## src/rtl/serializador_if.sv

```systemverilog
// Byte-in / bit-out bus of the serial link transmitter.
// Master is the byte source and serial sink side; slave is the transmitter.
interface serializador_if;
    logic [7:0] data_in;
    logic       valid_in;
    logic       ready_out;
    logic       hold_in;
    logic       data_out;
    logic       write_out;
    logic       done_out;
    logic       status_out;

    modport master (
        output data_in, valid_in, hold_in,
        input  ready_out, data_out, write_out, done_out, status_out
    );

    modport slave (
        input  data_in, valid_in, hold_in,
        output ready_out, data_out, write_out, done_out, status_out
    );
endinterface

```

## src/rtl/serializador.sv

```systemverilog
// Parallel-to-serial transmitter: one-byte holding buffer feeding an MSB-first
// shifter, one write_out strobe per bit, GAP_CYCLES idle cycles after each strobe.
module serializador #(
    parameter int unsigned GAP_CYCLES = 1
) (
    input logic          clock,
    input logic          reset,
    serializador_if.slave bus
);
    typedef enum logic [1:0] {IDLE, SEND, GAP} state_t;

    localparam bit         NO_GAP = (GAP_CYCLES == 0);
    localparam logic [3:0] GAP_LD = 4'(GAP_CYCLES);

    state_t     state_q;
    logic [7:0] buf_q;
    logic       buf_vld_q;
    logic [7:0] sh_q;
    logic [2:0] bit_q;
    logic [3:0] gap_q;
    logic       dout_q;
    logic       wr_q;
    logic       done_q;

    logic accept;
    logic bit_end;
    logic byte_end;
    logic start;

    // bit_end marks the edge that closes one bit slot (strobe plus its gap).
    always_comb begin
        accept   = bus.valid_in && !buf_vld_q;
        bit_end  = (state_q == SEND && NO_GAP) || (state_q == GAP && gap_q == 4'd1);
        byte_end = bit_end && (bit_q == 3'd7);
        start    = (state_q == IDLE || byte_end) && buf_vld_q && !bus.hold_in;
    end

    always_ff @(posedge clock or posedge reset) begin
        if (reset) begin
            state_q   <= IDLE;
            buf_q     <= 8'd0;
            buf_vld_q <= 1'b0;
            sh_q      <= 8'd0;
            bit_q     <= 3'd0;
            gap_q     <= 4'd0;
            dout_q    <= 1'b0;
            wr_q      <= 1'b0;
            done_q    <= 1'b0;
        end else begin
            wr_q   <= 1'b0;
            done_q <= byte_end;

            if (accept) begin
                buf_q     <= bus.data_in;
                buf_vld_q <= 1'b1;
            end

            // A byte start also covers back-to-back chaining at a byte end.
            if (start) begin
                sh_q      <= buf_q;
                buf_vld_q <= 1'b0;
                bit_q     <= 3'd0;
                dout_q    <= buf_q[7];
                wr_q      <= 1'b1;
                state_q   <= SEND;
            end else if (byte_end) begin
                state_q <= IDLE;
            end else if (bit_end) begin
                sh_q    <= {sh_q[6:0], 1'b0};
                bit_q   <= bit_q + 3'd1;
                dout_q  <= sh_q[6];
                wr_q    <= 1'b1;
                state_q <= SEND;
            end else if (state_q == SEND) begin
                gap_q   <= GAP_LD;
                state_q <= GAP;
            end else if (state_q == GAP) begin
                gap_q <= gap_q - 4'd1;
            end
        end
    end

    assign bus.ready_out  = !buf_vld_q;
    assign bus.status_out = (state_q != IDLE) || buf_vld_q;
    assign bus.data_out   = dout_q;
    assign bus.write_out  = wr_q;
    assign bus.done_out   = done_q;
endmodule

```

## src/flat_wrapper.sv

```systemverilog
// flat-port wrapper written by rule: the top's interface ports become plain ports
module serializador_flat 
#(
    parameter int unsigned GAP_CYCLES = 1
)
  (clock, reset, bus_data_in, bus_valid_in, bus_hold_in, bus_ready_out, bus_data_out, bus_write_out, bus_done_out, bus_status_out);
  serializador_if bus_i ();
  input logic clock;
  input logic reset;
  input wire logic [$bits(bus_i.data_in)-1:0] bus_data_in;
  input wire logic [$bits(bus_i.valid_in)-1:0] bus_valid_in;
  input wire logic [$bits(bus_i.hold_in)-1:0] bus_hold_in;
  output wire logic [$bits(bus_i.ready_out)-1:0] bus_ready_out;
  output wire logic [$bits(bus_i.data_out)-1:0] bus_data_out;
  output wire logic [$bits(bus_i.write_out)-1:0] bus_write_out;
  output wire logic [$bits(bus_i.done_out)-1:0] bus_done_out;
  output wire logic [$bits(bus_i.status_out)-1:0] bus_status_out;
  assign bus_i.data_in = bus_data_in;
  assign bus_i.valid_in = bus_valid_in;
  assign bus_i.hold_in = bus_hold_in;
  assign bus_ready_out = bus_i.ready_out;
  assign bus_data_out = bus_i.data_out;
  assign bus_write_out = bus_i.write_out;
  assign bus_done_out = bus_i.done_out;
  assign bus_status_out = bus_i.status_out;
  serializador #(.GAP_CYCLES(GAP_CYCLES)) u_core (.clock(clock), .reset(reset), .bus(bus_i));
endmodule
```

## config.mk

```make
export PLATFORM = sky130hd
export DESIGN_NAME = serializador_flat
export DESIGN_NICKNAME = d
export VERILOG_FILES = /design/src/rtl/serializador_if.sv /design/src/rtl/serializador.sv /design/src/flat_wrapper.sv
export SDC_FILE = /design/constraint.sdc
export NUM_CORES = 1
export LEC_CHECK = 0
export CORE_UTILIZATION = 58
export DETAILED_ROUTE_END_ITERATION = 12
export PLACE_DENSITY = 0.83
export SLEW_MARGIN = 20
export SYNTH_ARGS = -nofsm -noshare
export SYNTH_HDL_FRONTEND = slang
export SYNTH_SLANG_ARGS = --single-unit
```

## constraint.sdc

```tcl
create_clock -name clock -period 2.8 [get_ports clock]
set_input_delay 0.84 -clock clock [delete_from_list [all_inputs] [get_ports clock]]
set_output_delay 0.84 -clock clock [all_outputs]
set_load 0.05 [all_outputs]
```

### Yosys cells after proc, flatten, opt, wreduce, memory -nomap -nowiden

Cells that the tools add are included.

| storage, ports and cells | value |
|---|---|
| output and inout port bits | 5 |
| latch bits | 0 |
| bits in registers | 28 |
| memory bits (writable) | 0 |
| input bits | 12 |
| bits in read-only memories | 0 |
| memories kept | 0 |
| word-level logic and storage cells | 56 |

| cells by class | value |
|---|---|
| bitwise operators | 3 |
| reduce and logical (&&, ||, !) cells | 17 |
| multiplexer cells | 20 |
| add/subtract/negate cells | 2 |
| equality and inequality tests | 5 |
| order comparisons | 0 |
| multipliers | 0 |
| div/mod/pow operators | 0 |
| shift operators | 0 |

Operators by type and width:

| cell | number |
|---|---|
| $mux W7 | 3 |
| $mux W3 | 3 |
| $mux W1 | 8 |
| $mux W2 | 4 |
| $mux W4 | 2 |
| $reduce_bool A2 Y1 | 4 |
| $logic_and A1 B1 Y1 | 5 |
| $eq A4 B1 Y1 const B | 1 |
| $reduce_and A4 Y1 | 1 |
| $reduce_bool A4 Y1 | 1 |
| $sub A4 B1 Y4 const B | 1 |
| $add A3 B1 Y3 const B | 1 |
| $eq A3 B3 Y1 const B | 1 |
| $not A1 Y1 | 3 |
| $eq A2 B1 Y1 const B | 1 |
| $eq A2 B2 Y1 const B | 1 |
| $logic_not A1 Y1 | 2 |
| $logic_not A2 Y1 | 1 |
| $logic_or A1 B1 Y1 | 2 |
| $ne A2 B2 Y1 const B | 1 |
| $reduce_and A2 Y1 | 1 |

### Longest topological paths before layout

Gate-level depths: netlist of the first run.

| logic depth | value |
|---|---|
| depth in word-level cells | 8 |
| gate-level depth with buffers | 8 |
| gate-level depth less buffers | 6 |

### Worst setup path after synthesis of the first run

OpenSTA, ideal clock, no wires.

| timing path | value |
|---|---|
| kind | register to output |
| start | reg u_core.buf_vld_q |
| end | out bus_status_out |
| setup slack | 0.958 ns |
| cell stages (with the launch flop) | 3 |
| data required time | 1.960 ns |
| buffers on the path | 0 |
| arrival | 1.002 ns |
| cells stage by stage | dfrtp_1 inv_2 nand2_1 |

| between the ends | value |
|---|---|
| longest elaborated chain between the ends | 1 |

Ends and longest elaborated chain:

| what | RTL line | RTL |
|---|---|---|
| start: declaration | serializador.sv:17 | `logic buf_vld_q;` |
| start signal: assignment | serializador.sv:42 | `buf_vld_q <= 1'b0;` |
| start signal: assignment | serializador.sv:55 | `buf_vld_q <= 1'b1;` |
| start signal: assignment | serializador.sv:61 | `buf_vld_q <= 1'b0;` |
| $logic_or A1 B1 Y1 | serializador.sv:84 | `assign bus.status_out = (state_q != IDLE) \|\| buf_vld_q;` |
| end: declaration | flat_wrapper.sv:17 | `output wire logic [$bits(bus_i.status_out)-1:0] bus_status_out;` |

No other way between the ends.

### Worst setup path in the final report of the first run

| timing path | value |
|---|---|
| start | reg u_core.buf_vld_q |
| end | out bus_ready_out |

| between the ends | value |
|---|---|
| longest elaborated chain between the ends | 1 |

Ends and longest elaborated chain:

| what | RTL line | RTL |
|---|---|---|
| $logic_not A1 Y1 | serializador.sv:83 | `assign bus.ready_out = !buf_vld_q;` |
| end: declaration | flat_wrapper.sv:13 | `output wire logic [$bits(bus_i.ready_out)-1:0] bus_ready_out;` |

No other way between the ends.

==> results of run 1 <==
-- cell type report --
type,count,area [um2]
clock buffers,3,22.52
clock inverters,1,30.03
fillers,159,611.8
inverters,7,26.28
multi-input cells,82,629.4
flip-flops and latches,28,700.7
well taps,28,35.03
repair buffers,18,177.7
-- registers in the layout, indices dropped and copies added (netlist names) --
name,flops
u_core.buf_q,8
u_core.sh_q,7
u_core.gap_q,4
u_core.bit_q,3
u_core.state_q,2
u_core.buf_vld_q,1
u_core.bus.data_out,1
u_core.bus.done_out,1
u_core.bus.write_out,1
-- per-stage QoR --
stage | hold slack (ns) | setup WS (ns) | total power [mW] | instances | cell area [um2]
after floorplan | 0.4442 | 0.9578 | 1.269 | 120 | 1384
after global placement | 0.4567 | 0.4800 | 1.398 | 163 | 1567
after detailed placement | 0.4597 | 0.4434 | 1.457 | 163 | 1567
after CTS | 0.4992 | 0.05059 | 1.724 | 167 | 1619
after global routing | 0.5302 | 0.1704 | 1.840 | 167 | 1622
final | 0.4902 | 0.2381 | 1.707 | 167 | 1622
-- cell usage after synthesis --
master / number
sky130_fd_sc_hd__nor2b_1: 1
sky130_fd_sc_hd__or4_1: 1
sky130_fd_sc_hd__o31ai_1: 3
sky130_fd_sc_hd__o21a_1: 1
sky130_fd_sc_hd__nor2_2: 3
sky130_fd_sc_hd__nor2_8: 1
sky130_fd_sc_hd__nand3b_2: 1
sky130_fd_sc_hd__o21ai_2: 3
sky130_fd_sc_hd__nor3b_1: 1
sky130_fd_sc_hd__buf_2: 1
sky130_fd_sc_hd__a211oi_1: 2
sky130_fd_sc_hd__mux2_1: 8
sky130_fd_sc_hd__inv_2: 1
sky130_fd_sc_hd__a21oi_1: 2
sky130_fd_sc_hd__inv_1: 6
sky130_fd_sc_hd__nand3_1: 1
sky130_fd_sc_hd__o21ai_1: 7
sky130_fd_sc_hd__nand2_1: 15
sky130_fd_sc_hd__o22a_1: 1
sky130_fd_sc_hd__a311oi_2: 1
sky130_fd_sc_hd__nand3b_1: 1
sky130_fd_sc_hd__o21ai_4: 1
sky130_fd_sc_hd__o21ai_0: 2
sky130_fd_sc_hd__nor2_1: 4
sky130_fd_sc_hd__dfrtp_1: 28
sky130_fd_sc_hd__and2_1: 2
sky130_fd_sc_hd__or2b_1: 1
sky130_fd_sc_hd__nand3_2: 1
sky130_fd_sc_hd__mux2i_1: 7
sky130_fd_sc_hd__o221ai_1: 1
sky130_fd_sc_hd__ha_1: 7
sky130_fd_sc_hd__nor3_1: 2
sky130_fd_sc_hd__buf_6: 2
sky130_fd_sc_hd__nand4bb_1: 1
-- worst max-delay path, stage by stage (launching register included) --
cell	delay (ns)
sky130_fd_sc_hd__dfrtp_1	0.47
sky130_fd_sc_hd__inv_2	0.11
sky130_fd_sc_hd__clkdlybuf4s50_1	0.81
-- kinds of logic (layout without fill, tap and decap cells) --
kind of cell / count (synthesis) / after routing
AO/OA/AOI/OAI: 24 / 24
flip-flops: 28 / 28
AND/OR/NAND/NOR: 36 / 36
adder cells (fa/ha/maj): 7 / 7
buffers and inverters: 10 / 29
multiplexers: 15 / 15
-- cell usage in the layout (no fill, tap or decap) --
master / instances
sky130_fd_sc_hd__nor2_8: 1
sky130_fd_sc_hd__o21ai_2: 3
sky130_fd_sc_hd__o21ai_1: 7
sky130_fd_sc_hd__nor3b_1: 1
sky130_fd_sc_hd__o21a_1: 1
sky130_fd_sc_hd__nand4bb_1: 1
sky130_fd_sc_hd__or4_1: 1
sky130_fd_sc_hd__a21oi_1: 2
sky130_fd_sc_hd__a211oi_1: 2
sky130_fd_sc_hd__nand3b_2: 1
sky130_fd_sc_hd__bufinv_16: 1
sky130_fd_sc_hd__nor2_2: 3
sky130_fd_sc_hd__a311oi_2: 1
sky130_fd_sc_hd__buf_4: 2
sky130_fd_sc_hd__dfrtp_1: 28
sky130_fd_sc_hd__clkbuf_4: 3
sky130_fd_sc_hd__mux2_1: 8
sky130_fd_sc_hd__o21ai_0: 2
sky130_fd_sc_hd__nor2b_1: 1
sky130_fd_sc_hd__nand3_1: 1
sky130_fd_sc_hd__o21ai_4: 1
sky130_fd_sc_hd__ha_1: 7
sky130_fd_sc_hd__o221ai_1: 1
sky130_fd_sc_hd__dlymetal6s2s_1: 1
sky130_fd_sc_hd__nand2_1: 15
sky130_fd_sc_hd__clkdlybuf4s50_1: 15
sky130_fd_sc_hd__mux2i_1: 7
sky130_fd_sc_hd__nand3_2: 1
sky130_fd_sc_hd__nor2_1: 4
sky130_fd_sc_hd__nand3b_1: 1
sky130_fd_sc_hd__and2_1: 2
sky130_fd_sc_hd__inv_2: 1
sky130_fd_sc_hd__nor3_1: 2
sky130_fd_sc_hd__or2b_1: 1
sky130_fd_sc_hd__o31ai_1: 3
sky130_fd_sc_hd__inv_1: 6
sky130_fd_sc_hd__o22a_1: 1
-- metal layers --
metal / vias up / GRT usage (%) / part of all wire (%)
met3: 5 / 6.250 / 4.2
met2: 21 / 34.22 / 48
met1: 459 / 28.32 / 46
li1: 457 / - / -
met4: 0 / 6.944 / 1.8
met5: - / 0 / 0
-- path summary, 6_finish.rpt --
kind	slack [ns]	cells after the start	endpoint	from
worst max-delay path	0.24	2	bus_ready_out	u_core.buf_vld_q$_DFFE_PP0P_
worst min-delay path	0.49	2	u_core.sh_q[5]$_DFFE_PP0P_	u_core.buf_q[5]$_DFFE_PP0P_
worst max register to register	0.83	6	u_core.bus.data_out$_DFFE_PP0P_	u_core.gap_q[1]$_DFFE_PP0P_
worst min register to register	0.49	2	u_core.sh_q[5]$_DFFE_PP0P_	u_core.buf_q[5]$_DFFE_PP0P_
max in group asynchronous	1.70	3	u_core.buf_vld_q$_DFFE_PP0P_	reset
min in group asynchronous	0.84	3	u_core.buf_q[0]$_DFFE_PP0P_	reset
-- power groups by stage --
stage	clock (mW)	sequential (mW)	combinational, mW
detailed placement	0	0.725	0.732
global placement	0	0.710	0.688
global route	0.285	0.741	0.815
CTS	0.271	0.716	0.737
floorplan	0	0.732	0.537
finish	0.263	0.716	0.728
==> flow_summary.html, run 1 <==
<table>
<tr><th>Metric</th><th>Value</th></tr>
<tr><th colspan="2">Pwr</th></tr>
<tr><td>Sequential fraction of design power</td><td>41.9%</td></tr>
<tr><td>Clock network fraction of total power</td><td>15.4%</td></tr>
<tr><td>Sw Share</td><td>38.43%</td></tr>
<tr><td>Total power divided by cell area</td><td>1052 nW/um2</td></tr>
<tr><td>Leakage dissipation</td><td>0.7018 nW</td></tr>
<tr><td>Maximum vdd drop</td><td>0.6745 mV</td></tr>
<tr><td>Combinational cell fraction of total power</td><td>42.6%</td></tr>
<tr><td>NetSw</td><td>655.8 uW</td></tr>
<tr><td>Internal power of the cells</td><td>1.051 mW</td></tr>
<tr><th colspan="2">Timing</th></tr>
<tr><td>Final Max Slew Viols</td><td>0</td></tr>
<tr><td>Worst relative slew slack</td><td>56.94%</td></tr>
<tr><td>Slew of the pin with the lowest slew margin</td><td>0.6409 ns</td></tr>
<tr><td>Count of endpoints failing hold in the final timing report</td><td>0</td></tr>
<tr><td>Timing-limited maximum frequency</td><td>390.3 MHz</td></tr>
<tr><td>Setup TNS Final</td><td>0 ns</td></tr>
<tr><td>Post-layout min period</td><td>2.562 ns</td></tr>
<tr><td>Final cycle utilization of the critical path</td><td>91.50%</td></tr>
<tr><td>Setup repair after global routing missed its margin</td><td>false</td></tr>
<tr><td>Clock Skews</td><td>0.003258 ns</td></tr>
<tr><td>Final setup vio count</td><td>0</td></tr>
<tr><th colspan="2">Clocking</th></tr>
<tr><td>Hold buffers post-CTS</td><td>0</td></tr>
<tr><td>Post-CTS Setup Bufs</td><td>0</td></tr>
<tr><td>CTS H-tree depth</td><td>1</td></tr>
<tr><td>Clock sink count</td><td>28</td></tr>
<tr><td>Cell at the root of the clock tree</td><td>sky130_fd_sc_hd__clkbuf_4</td></tr>
<tr><td>Total CTS buffers</td><td>3</td></tr>
<tr><td>Cells resized by post-CTS repair</td><td>0</td></tr>
<tr><td>Insertion delay to the later sink of the worst-skew pair</td><td>0.33 ns</td></tr>
<tr><td>Maximum number of buffers from clock root to sink</td><td>2</td></tr>
<tr><td>CTS tree</td><td>yes</td></tr>
<tr><td>Clock-pin slew of the registers on the worst-case setup and hold paths</td><td>0.14 ns</td></tr>
<tr><th colspan="2">Detailed routing</th></tr>
<tr><td>Number of search-and-repair iterations in the first detailed-routing pass</td><td>3</td></tr>
<tr><td>Routed length per placed instance</td><td>13.71 um</td></tr>
<tr><td>Residual DRC count</td><td>0</td></tr>
<tr><td>DRT Wirelength</td><td>2289 um</td></tr>
<tr><td>Number of design-rule violations left by the first detailed-router iteration</td><td>10</td></tr>
<tr><td>Via-to-Cell Ratio</td><td>5.641</td></tr>
<tr><td>Via Count</td><td>942</td></tr>
<tr><td>Remaining number of nets flagged by the antenna check after routing</td><td>0</td></tr>
<tr><th colspan="2">Finish</th></tr>
<tr><td># diodes</td><td>0</td></tr>
<tr><td>Final cell utilization of the core</td><td>72.61%</td></tr>
<tr><td>Layout cells sized above 1</td><td>12.95%</td></tr>
<tr><td>Area growth from synthesis to final layout</td><td>17.18%</td></tr>
<tr><td>Number of nets in the final layout</td><td>159</td></tr>
<tr><th colspan="2">Yosys</th></tr>
<tr><td>Mapped Cells</td><td>120</td></tr>
<tr><td>Main combinational cell family by area after synthesis</td><td>simple AND/OR/NAND/NOR gates</td></tr>
<tr><td>Syn nets</td><td>139</td></tr>
<tr><td>Count of distinct cell types in the synthesized netlist</td><td>34</td></tr>
<tr><td>Number of register bits inferred by synthesis</td><td>28</td></tr>
<tr><td>Synth warnings</td><td>0</td></tr>
<tr><td>Largest cells by area after synthesis</td><td>sky130_fd_sc_hd__dfrtp_1, sky130_fd_sc_hd__mux2_1, sky130_fd_sc_hd__ha_1</td></tr>
<tr><td>Mean cell area of the mapped netlist</td><td>11.53 um2</td></tr>
<tr><td>Cell taking the most area after synthesis</td><td>sky130_fd_sc_hd__dfrtp_1</td></tr>
<tr><td>Synth Area in Compound Gates</td><td>12.66%</td></tr>
<tr><td>Area of the mapped netlist</td><td>1384 um2</td></tr>
<tr><td>Proportion of synthesized area in mux cells</td><td>11.57%</td></tr>
<tr><td>Register area share after synthesis</td><td>50.63%</td></tr>
<tr><td>Adder and majority cell fraction of the synthesized area</td><td>6.329%</td></tr>
<tr><td>Yosys top cell area share</td><td>50.63%</td></tr>
<tr><td>Xor/xnor share of the synthesized area</td><td>0%</td></tr>
<tr><td>Area share of and/or/nand/nor cells after synthesis</td><td>14.92%</td></tr>
<tr><th colspan="2">Die</th></tr>
<tr><td>I/O pins</td><td>17</td></tr>
<tr><td>Overall die area</td><td>2585 um2</td></tr>
<tr><td>Floorplan die height</td><td>50.85 um</td></tr>
<tr><td># rows</td><td>17</td></tr>
<tr><td>Effective utilization at floorplan</td><td>61.96%</td></tr>
<tr><td>Chip width</td><td>50.85 um</td></tr>
<tr><td>Core outline area</td><td>2233 um2</td></tr>
<tr><th colspan="2">Place</th></tr>
<tr><td>IO buf count</td><td>16</td></tr>
<tr><td>HPWL after detailed placement</td><td>1699 um</td></tr>
<tr><td>Final weighted congestion in routability-driven placement</td><td>0.8137</td></tr>
<tr><th colspan="2">Setup path</th></tr>
<tr><td>Crit end category</td><td>output pin</td></tr>
<tr><td>Category of the critical setup timing path</td><td>reg2out</td></tr>
<tr><td>Kind of launch point of the worst setup path</td><td>flop</td></tr>
<tr><td>Data arrival time of the critical path</td><td>1.72 ns</td></tr>
<tr><td>Maximum fanout along the worst path</td><td>5</td></tr>
<tr><td>Endpoint required time on the critical path</td><td>1.96 ns</td></tr>
<tr><th colspan="2">GRT</th></tr>
<tr><td>Global-route usage over all layers</td><td>21.50%</td></tr>
<tr><td>Largest net degree at the start of global routing</td><td>29</td></tr>
<tr><td>GR Overflow Total</td><td>0</td></tr>
<tr><td>First-pass GRT wire length</td><td>4043 um</td></tr>
<tr><td>Number of antenna violations at the first check in global routing</td><td>0</td></tr>
<tr><td>Vias in the first global route</td><td>888</td></tr>
<tr><th colspan="2">Job</th></tr>
<tr><td>Max capacitance violation total</td><td>0</td></tr>
<tr><th colspan="2">Worst hold path</th></tr>
<tr><td>Tightest Hold Check Type</td><td>reg2reg</td></tr>
<tr><th colspan="2">Run status</th></tr>
<tr><td>Outcome</td><td>finished, final reports clean</td></tr>
</table>
Note: power is estimated with default switching activity, not from simulation.
==> inputs of run 2 (changes only) <==
- CELL_PAD_IN_SITES_DETAIL_PLACEMENT: not set -> 2
- CELL_PAD_IN_SITES_GLOBAL_PLACEMENT: not set -> 2
- CORE_UTILIZATION: 58 -> 39
- PLACE_DENSITY: 0.83 -> not set
- PLACE_DENSITY_LB_ADDON: not set -> 0.1
==> flow_summary.html, run 2 (same netlist as run 1, synthesis figures left out) <==
<table>
<tr><th>Metric</th><th>Value</th></tr>
<tr><th colspan="2">Run status</th></tr>
<tr><td>Outcome</td><td>finished, final reports clean</td></tr>
<tr><th colspan="2">Setup path</th></tr>
<tr><td>Chain of cells forming the critical path</td><td>inv_2 &gt; clkdlybuf4s50_1</td></tr>
<tr><td>Data arrival time of the critical path</td><td>1.75 ns (+0.03 ns)</td></tr>
<tr><td>Library cell contributing the largest single delay on the critical path</td><td>sky130_fd_sc_hd__clkdlybuf4s50_1</td></tr>
<tr><td>CP bufs+invs</td><td>2 (unchanged)</td></tr>
<tr><td>CP max stage delay</td><td>0.81 ns (about the same)</td></tr>
<tr><td>Category of the critical setup timing path</td><td>reg2out</td></tr>
<tr><td>CP top delay family</td><td>buffers and inverters</td></tr>
<tr><td>Maximum fanout along the worst path</td><td>5 (unchanged)</td></tr>
<tr><td>Endpoint required time on the critical path</td><td>1.96 ns (about the same)</td></tr>
<tr><td>Kind of launch point of the worst setup path</td><td>flop</td></tr>
<tr><td>Crit end category</td><td>output pin</td></tr>
<tr><th colspan="2">Place</th></tr>
<tr><td>Final weighted congestion in routability-driven placement</td><td>0.7224 (-11%)</td></tr>
<tr><td>HPWL after detailed placement</td><td>2217 um (+30%)</td></tr>
<tr><td>DP Area</td><td>1589 um2 (+1.4%)</td></tr>
<tr><td>IO buf count</td><td>16 (unchanged)</td></tr>
<tr><td>Post-place setup slack</td><td>0.4081 ns (-0.03539 ns)</td></tr>
<tr><th colspan="2">Timing</th></tr>
<tr><td>Final setup margin</td><td>0.2095 ns (-0.02859 ns)</td></tr>
<tr><td>Clock Skews</td><td>0.002560 ns (-0.0006974 ns)</td></tr>
<tr><td>Timing-limited maximum frequency</td><td>386.0 MHz (-1.1%)</td></tr>
<tr><td>Final setup vio count</td><td>0 (unchanged)</td></tr>
<tr><td>Post-layout min period</td><td>2.590 ns (+0.02859 ns)</td></tr>
<tr><td>Worst hold margin</td><td>0.5078 ns (+0.01763 ns)</td></tr>
<tr><td>Setup repair after global routing missed its margin</td><td>false</td></tr>
<tr><td>Setup TNS Final</td><td>0 ns (unchanged)</td></tr>
<tr><td>Slew of the pin with the lowest slew margin</td><td>0.5596 ns (-0.08130 ns)</td></tr>
<tr><td>Worst relative slew slack</td><td>62.40% (+5.5 points)</td></tr>
<tr><td>Final Max Slew Viols</td><td>0 (unchanged)</td></tr>
<tr><td>Count of endpoints failing hold in the final timing report</td><td>0 (unchanged)</td></tr>
<tr><td>Final cycle utilization of the critical path</td><td>92.52% (+1.0 points)</td></tr>
<tr><th colspan="2">Pwr</th></tr>
<tr><td>Leakage dissipation</td><td>0.7018 nW (unchanged)</td></tr>
<tr><td>Total power</td><td>1.743 mW (+2.1%)</td></tr>
<tr><td>Maximum vdd drop</td><td>0.4226 mV (-37%)</td></tr>
<tr><td>Total power divided by cell area</td><td>1060 nW/um2 (+0.71%)</td></tr>
<tr><th colspan="2">Finish</th></tr>
<tr><td>Top register by number of flip-flops</td><td>u_core.buf_q</td></tr>
<tr><td>Commonest non-fill, non-tap cell in the layout</td><td>sky130_fd_sc_hd__dfrtp_1</td></tr>
<tr><td>Leading registers by flop count</td><td>u_core.buf_q (8), u_core.sh_q (7), u_core.gap_q (4)</td></tr>
<tr><td>Number of flip-flops in the largest register</td><td>8 (unchanged)</td></tr>
<tr><td>Post-route cell area</td><td>1644 um2 (+1.4%)</td></tr>
<tr><td>Number of nets in the final layout</td><td>159 (unchanged)</td></tr>
<tr><td>Layout cells sized above 1</td><td>12.95% (unchanged)</td></tr>
<tr><td>Commonest cells after routing, fill and taps aside</td><td>sky130_fd_sc_hd__dfrtp_1, sky130_fd_sc_hd__nand2_1, sky130_fd_sc_hd__clkdlybuf4s50_1</td></tr>
<tr><td># diodes</td><td>0 (unchanged)</td></tr>
<tr><td>Area growth from synthesis to final layout</td><td>18.81%</td></tr>
<tr><th colspan="2">Detailed routing</th></tr>
<tr><td>Residual DRC count</td><td>0 (unchanged)</td></tr>
<tr><td>Via-to-Cell Ratio</td><td>5.222 (-7.4%)</td></tr>
<tr><td>Remaining number of nets flagged by the antenna check after routing</td><td>0 (unchanged)</td></tr>
<tr><td>Via Count</td><td>966 (+2.5%)</td></tr>
<tr><td>Routed length per placed instance</td><td>15.81 um (+15%)</td></tr>
<tr><td>Number of search-and-repair iterations in the first detailed-routing pass</td><td>3 (unchanged)</td></tr>
<tr><td>DRT Wirelength</td><td>2925 um (+28%)</td></tr>
<tr><td>Number of design-rule violations left by the first detailed-router iteration</td><td>7 (-3)</td></tr>
<tr><th colspan="2">Clocking</th></tr>
<tr><td>Clock-pin slew of the registers on the worst-case setup and hold paths</td><td>0.16 ns (+0.02 ns)</td></tr>
<tr><td>Post-CTS Setup Bufs</td><td>0 (unchanged)</td></tr>
<tr><td>Insertion delay to the later sink of the worst-skew pair</td><td>0.33 ns (about the same)</td></tr>
<tr><td>Total CTS buffers</td><td>3 (unchanged)</td></tr>
<tr><td>CTS tree</td><td>yes</td></tr>
<tr><td>Hold buffers post-CTS</td><td>0 (unchanged)</td></tr>
<tr><td>CTS H-tree depth</td><td>1 (unchanged)</td></tr>
<tr><td>Clock sink count</td><td>28 (unchanged)</td></tr>
<tr><td>Cells resized by post-CTS repair</td><td>0 (unchanged)</td></tr>
<tr><td>Maximum number of buffers from clock root to sink</td><td>2 (unchanged)</td></tr>
<tr><td>Cell at the root of the clock tree</td><td>sky130_fd_sc_hd__clkbuf_4</td></tr>
<tr><th colspan="2">Die</th></tr>
<tr><td>Floorplan die height</td><td>61.57 um (+21%)</td></tr>
<tr><td>Core outline area</td><td>3363 um2 (+51%)</td></tr>
<tr><td>Chip width</td><td>61.57 um (+21%)</td></tr>
<tr><td># rows</td><td>21 (+4)</td></tr>
<tr><td>Effective utilization at floorplan</td><td>41.15% (-21 points)</td></tr>
<tr><td>Overall die area</td><td>3790 um2 (+47%)</td></tr>
<tr><td>I/O pins</td><td>17 (unchanged)</td></tr>
<tr><th colspan="2">GRT</th></tr>
<tr><td>Largest net degree at the start of global routing</td><td>29 (unchanged)</td></tr>
<tr><td>Global-route usage over all layers</td><td>17.99% (-3.5 points)</td></tr>
<tr><td>Vias in the first global route</td><td>1044 (+18%)</td></tr>
<tr><td>GR Overflow Total</td><td>0 (unchanged)</td></tr>
<tr><td>Number of antenna violations at the first check in global routing</td><td>0 (unchanged)</td></tr>
<tr><td>First-pass GRT wire length</td><td>4802 um (+19%)</td></tr>
<tr><th colspan="2">Job</th></tr>
<tr><td>Max capacitance violation total</td><td>0 (unchanged)</td></tr>
<tr><th colspan="2">Worst hold path</th></tr>
<tr><td>Tightest Hold Check Type</td><td>reg2reg</td></tr>
</table>
run 2: area by class of cell:
cell class | count | area (um2)
tap | 46 | 57.56
sequential | 28 | 700.7
multi-input combinational | 82 | 629.4
inverter | 7 | 26.28
clock inverter | 1 | 30.03
fill | 350 | 1719
timing repair buffer | 18 | 177.7
clock buffer | 3 | 22.52
run 2: routing by layer:
metal | vias to the layer above | part of all wire [%] | GRT usage (%)
met5 | - | 0 | 0
met4 | 0 | 1.8 | 7.619
met3 | 6 | 3.1 | 2.311
met2 | 17 | 51 | 31.03
met1 | 491 | 44 | 22.62
li1 | 452 | - | -
run 2: worst register-to-register path, stage by stage (launching register included):
cell and delay [ns]:
sky130_fd_sc_hd__dfrtp_1 0.41, sky130_fd_sc_hd__inv_1 0.10, sky130_fd_sc_hd__ha_1 0.20, sky130_fd_sc_hd__nand4bb_1 0.45, sky130_fd_sc_hd__nor2_8 0.40, sky130_fd_sc_hd__mux2i_1 0.31, sky130_fd_sc_hd__o21ai_2 0.08
run 2: worst paths after layout:
kind                            cells after the start                           from                               to  slack (ns)
worst max register to register                      6  u_core.state_q[0]$_DFFE_PP0P_  u_core.bus.data_out$_DFFE_PP0P_        0.74
max in group asynchronous                           3                          reset      u_core.gap_q[1]$_DFFE_PP0P_        1.68
worst min-delay path                                1    u_core.buf_q[0]$_DFFE_PP0P_      u_core.buf_q[0]$_DFFE_PP0P_        0.51
worst min register to register                      1    u_core.buf_q[0]$_DFFE_PP0P_      u_core.buf_q[0]$_DFFE_PP0P_        0.51
worst max-delay path                                2   u_core.buf_vld_q$_DFFE_PP0P_                    bus_ready_out        0.21
min in group asynchronous                           3                          reset      u_core.buf_q[6]$_DFFE_PP0P_        0.86
run 2: report_power, final:
| part | internal [mW] | switching [mW] | total [mW] |
|---|---|---|---|
| logic | 0.318 | 0.435 | 0.753 |
| clock network | 0.145 | 0.127 | 0.271 |
| registers | 0.590 | 0.128 | 0.718 |
run 2: through the flow:
step,std cells,utilization [%]
floorplan,120,-
global route,185,48.88
CTS,185,48.81
detailed placement,181,47.25
global placement,181,47.25
finish,185,48.88
==> inputs of run 3 (changes only) <==
- GPL_TIMING_DRIVEN: not set -> 0
- HOLD_SLACK_MARGIN: not set -> 0.03
==> flow_summary.html, run 3 (same netlist as run 1, synthesis figures left out) <==
<table>
<tr><th>Metric</th><th>Value</th></tr>
<tr><th colspan="2">GRT</th></tr>
<tr><td>Global-route usage over all layers</td><td>18.72% (+0.73 points)</td></tr>
<tr><td>GR Overflow Total</td><td>0 (unchanged)</td></tr>
<tr><td>First-pass GRT wire length</td><td>4954 um (+3.2%)</td></tr>
<tr><td>Largest net degree at the start of global routing</td><td>29 (unchanged)</td></tr>
<tr><td>Vias in the first global route</td><td>1009 (-3.4%)</td></tr>
<tr><td>Number of antenna violations at the first check in global routing</td><td>0 (unchanged)</td></tr>
<tr><th colspan="2">Timing</th></tr>
<tr><td>Final Max Slew Viols</td><td>0 (unchanged)</td></tr>
<tr><td>Slew of the pin with the lowest slew margin</td><td>0.6054 ns (+0.04576 ns)</td></tr>
<tr><td>Setup TNS Final</td><td>0 ns (unchanged)</td></tr>
<tr><td>Setup repair after global routing missed its margin</td><td>false</td></tr>
<tr><td>Count of endpoints failing hold in the final timing report</td><td>0 (unchanged)</td></tr>
<tr><td>Timing-limited maximum frequency</td><td>385.4 MHz (-0.16%)</td></tr>
<tr><td>Worst relative slew slack</td><td>59.58% (-2.8 points)</td></tr>
<tr><td>Final setup vio count</td><td>0 (unchanged)</td></tr>
<tr><td>Worst hold margin</td><td>0.5000 ns (-0.007854 ns)</td></tr>
<tr><td>Post-layout min period</td><td>2.595 ns (+0.004100 ns)</td></tr>
<tr><td>Final cycle utilization of the critical path</td><td>92.66% (+0.15 points)</td></tr>
<tr><td>Final setup margin</td><td>0.2054 ns (-0.004100 ns)</td></tr>
<tr><td>Clock Skews</td><td>0.01172 ns (+0.009158 ns)</td></tr>
<tr><th colspan="2">Pwr</th></tr>
<tr><td>Leakage dissipation</td><td>0.7056 nW (+0.53%)</td></tr>
<tr><td>Total power divided by cell area</td><td>1066 nW/um2 (+0.60%)</td></tr>
<tr><td>Maximum vdd drop</td><td>0.3957 mV (-6.4%)</td></tr>
<tr><td>Total power</td><td>1.762 mW (+1.1%)</td></tr>
<tr><th colspan="2">Setup path</th></tr>
<tr><td>Maximum fanout along the worst path</td><td>5 (unchanged)</td></tr>
<tr><td>Critical Path Source</td><td>u_core.buf_vld_q$_DFFE_PP0P_</td></tr>
<tr><td>Logic depth of the worst register-to-register path</td><td>7 (+1)</td></tr>
<tr><td>Chain of cells forming the critical path</td><td>inv_2 &gt; clkdlybuf4s50_1</td></tr>
<tr><td>Kind of launch point of the worst setup path</td><td>flop</td></tr>
<tr><td>Endpoint of the worst register-to-register path</td><td>u_core.sh_q[2]$_DFFE_PP0P_</td></tr>
<tr><td>Category of the critical setup timing path</td><td>reg2out</td></tr>
<tr><td>Worst setup endpoint</td><td>bus_ready_out</td></tr>
<tr><td>Crit end category</td><td>output pin</td></tr>
<tr><td>CP bufs+invs</td><td>2 (unchanged)</td></tr>
<tr><td>CP max stage delay</td><td>0.81 ns (about the same)</td></tr>
<tr><td>Library cell contributing the largest single delay on the critical path</td><td>sky130_fd_sc_hd__clkdlybuf4s50_1</td></tr>
<tr><td>CP top delay family</td><td>buffers and inverters</td></tr>
<tr><td>Reg2Reg Setup Slack</td><td>0.96 ns (+0.22 ns)</td></tr>
<tr><td>Reg2Reg Launch Point</td><td>u_core.bit_q[0]$_DFFE_PP0P_</td></tr>
<tr><td>Logic depth of the worst setup path including buffers</td><td>2 (unchanged)</td></tr>
<tr><td>Data arrival time of the critical path</td><td>1.75 ns (about the same)</td></tr>
<tr><td>Endpoint required time on the critical path</td><td>1.96 ns (about the same)</td></tr>
<tr><th colspan="2">Place</th></tr>
<tr><td>HPWL after detailed placement</td><td>2323 um (+4.8%)</td></tr>
<tr><td>Cells after DPL</td><td>182 (+0.55%)</td></tr>
<tr><td>Final weighted congestion in routability-driven placement</td><td>0.7450 (+3.1%)</td></tr>
<tr><td>DP Area</td><td>1602 um2 (+0.79%)</td></tr>
<tr><td>Post-place setup slack</td><td>0.4102 ns (+0.002127 ns)</td></tr>
<tr><td>IO buf count</td><td>16 (unchanged)</td></tr>
<tr><th colspan="2">Clocking</th></tr>
<tr><td>Cell at the root of the clock tree</td><td>sky130_fd_sc_hd__clkbuf_4</td></tr>
<tr><td>Clock-pin slew of the registers on the worst-case setup and hold paths</td><td>0.16 ns (about the same)</td></tr>
<tr><td>Post-CTS Setup Bufs</td><td>0 (unchanged)</td></tr>
<tr><td>CTS tree</td><td>yes</td></tr>
<tr><td>Clock sink count</td><td>28 (unchanged)</td></tr>
<tr><td>Total CTS buffers</td><td>3 (unchanged)</td></tr>
<tr><td>Insertion delay to the later sink of the worst-skew pair</td><td>0.34 ns (about the same)</td></tr>
<tr><td>CTS H-tree depth</td><td>1 (unchanged)</td></tr>
<tr><td>Maximum number of buffers from clock root to sink</td><td>2 (unchanged)</td></tr>
<tr><th colspan="2">Finish</th></tr>
<tr><td>Commonest non-fill, non-tap cell in the layout</td><td>sky130_fd_sc_hd__dfrtp_1</td></tr>
<tr><td>Final-layout fill cell count</td><td>362 (+3.4%)</td></tr>
<tr><td>Post-route cell area</td><td>1653 um2 (+0.53%)</td></tr>
<tr><td>Top register by number of flip-flops</td><td>u_core.buf_q</td></tr>
<tr><td>Sequential cell area</td><td>700.7 um2 (unchanged)</td></tr>
<tr><td>Leading registers by flop count</td><td>u_core.buf_q (8), u_core.sh_q (7), u_core.gap_q (4)</td></tr>
<tr><td>Multi-input gate area in the final layout</td><td>629.4 um2 (unchanged)</td></tr>
<tr><td>Area growth from synthesis to final layout</td><td>19.44%</td></tr>
<tr><td>Number of nets in the final layout</td><td>160 (+0.63%)</td></tr>
<tr><td>Commonest cells after routing, fill and taps aside</td><td>sky130_fd_sc_hd__dfrtp_1, sky130_fd_sc_hd__nand2_1, sky130_fd_sc_hd__clkdlybuf4s50_1</td></tr>
<tr><td>Count of non-filler cells in the finished layout</td><td>186 (+0.54%)</td></tr>
<tr><td>Final cell utilization of the core</td><td>49.14% (+0.26 points)</td></tr>
<tr><td>Number of flip-flops in the largest register</td><td>8 (unchanged)</td></tr>
<tr><td>Layout cells sized above 1</td><td>14.29% (+1.3 points)</td></tr>
<tr><td># diodes</td><td>0 (unchanged)</td></tr>
<tr><th colspan="2">Run status</th></tr>
<tr><td>Outcome</td><td>finished, final reports clean</td></tr>
<tr><th colspan="2">Die</th></tr>
<tr><td>Overall die area</td><td>3790 um2 (unchanged)</td></tr>
<tr><td>Core outline area</td><td>3363 um2 (unchanged)</td></tr>
<tr><td>Effective utilization at floorplan</td><td>41.15% (unchanged)</td></tr>
<tr><td>Chip width</td><td>61.57 um (unchanged)</td></tr>
<tr><td>Floorplan die height</td><td>61.57 um (unchanged)</td></tr>
<tr><td># rows</td><td>21 (unchanged)</td></tr>
<tr><td>I/O pins</td><td>17 (unchanged)</td></tr>
<tr><th colspan="2">Detailed routing</th></tr>
<tr><td>Number of design-rule violations left by the first detailed-router iteration</td><td>18 (+11)</td></tr>
<tr><td>Via Count</td><td>964 (-0.21%)</td></tr>
<tr><td>Routed length per placed instance</td><td>16.75 um (+6.0%)</td></tr>
<tr><td>Residual DRC count</td><td>0 (unchanged)</td></tr>
<tr><td>Number of search-and-repair iterations in the first detailed-routing pass</td><td>2 (-1)</td></tr>
<tr><td>Remaining number of nets flagged by the antenna check after routing</td><td>0 (unchanged)</td></tr>
<tr><td>Via-to-Cell Ratio</td><td>5.183 (-0.74%)</td></tr>
<tr><td>DRT Wirelength</td><td>3116 um (+6.5%)</td></tr>
<tr><th colspan="2">Worst hold path</th></tr>
<tr><td>Launch instance of the worst min-delay path</td><td>u_core.buf_q[5]$_DFFE_PP0P_</td></tr>
<tr><td>Hold depth</td><td>2 (+1)</td></tr>
<tr><td>Tightest Hold Check Type</td><td>reg2reg</td></tr>
<tr><th colspan="2">Job</th></tr>
<tr><td>Max capacitance violation total</td><td>0 (unchanged)</td></tr>
</table>
==> run 3: changes by cell type in the layout (fill, tap and decap cells not counted), sizes merged <==
| cell | delta |
|---|---|
| dlymetal6s2s | -1 |
| dlygate4sd2 | +1 |
| buf | +1 |
==> run 3: layout make-up <==
cell class                      instances  share of cell area (%)
Clock buffer                            3                   1.363
Timing Repair Buffer                   16                   9.614
Multi-Input combinational cell         82                   38.08
Sequential cell                        28                   42.39
Inverter                                7                   1.590
Clock inverter                          1                   1.817
Buffer                                  3                   1.665
Tap cell                               46                   3.482
==> run 3: worst register-to-register path: cells and delay by family, from the launching register on <==
family / cells / cell delay, ns
adder cells (fa/ha/maj): 2 / 0.54
flip-flops: 1 / 0.44
AO/OA/AOI/OAI: 2 / 0.32
AND/OR/NAND/NOR: 2 / 0.28
buffers and inverters: 1 / 0.19
==> run 3: repair_timing <==
item / CTS / global route
hold buffers: 0 / 0
setup endpoints to repair: 1 / 0
gates resized for setup: 1 / 0
==> run 3: worst min path at each step <==
stage	end	slack, ns
3_5_place_dp	u_core.sh_q[5]$_DFFE_PP0P_	0.47
4_1_cts	u_core.sh_q[5]$_DFFE_PP0P_	0.51
6_report	u_core.sh_q[5]$_DFFE_PP0P_	0.50
2_1_floorplan	u_core.bus.data_out$_DFFE_PP0P_	0.44
5_1_grt	u_core.buf_q[1]$_DFFE_PP0P_	0.53
3_3_place_gp	u_core.sh_q[5]$_DFFE_PP0P_	0.46
==> run 3: where the power goes <==
part	internal [mW]	leakage, nW	switching, mW
registers	0.590	0.342	0.142
logic	0.322	0.336	0.436
clock network	0.145	0.0279	0.128
==> run 3: layer usage <==
| layer | part of all wire [%] | track usage (%) | up-vias |
|---|---|---|---|
| met4 | 1.6 | 6.667 | 0 |
| met5 | 0 | 0 | - |
| met2 | 51 | 32.10 | 16 |
| met1 | 44 | 23.77 | 482 |
| li1 | - | - | 461 |
| met3 | 3.0 | 3.151 | 5 |
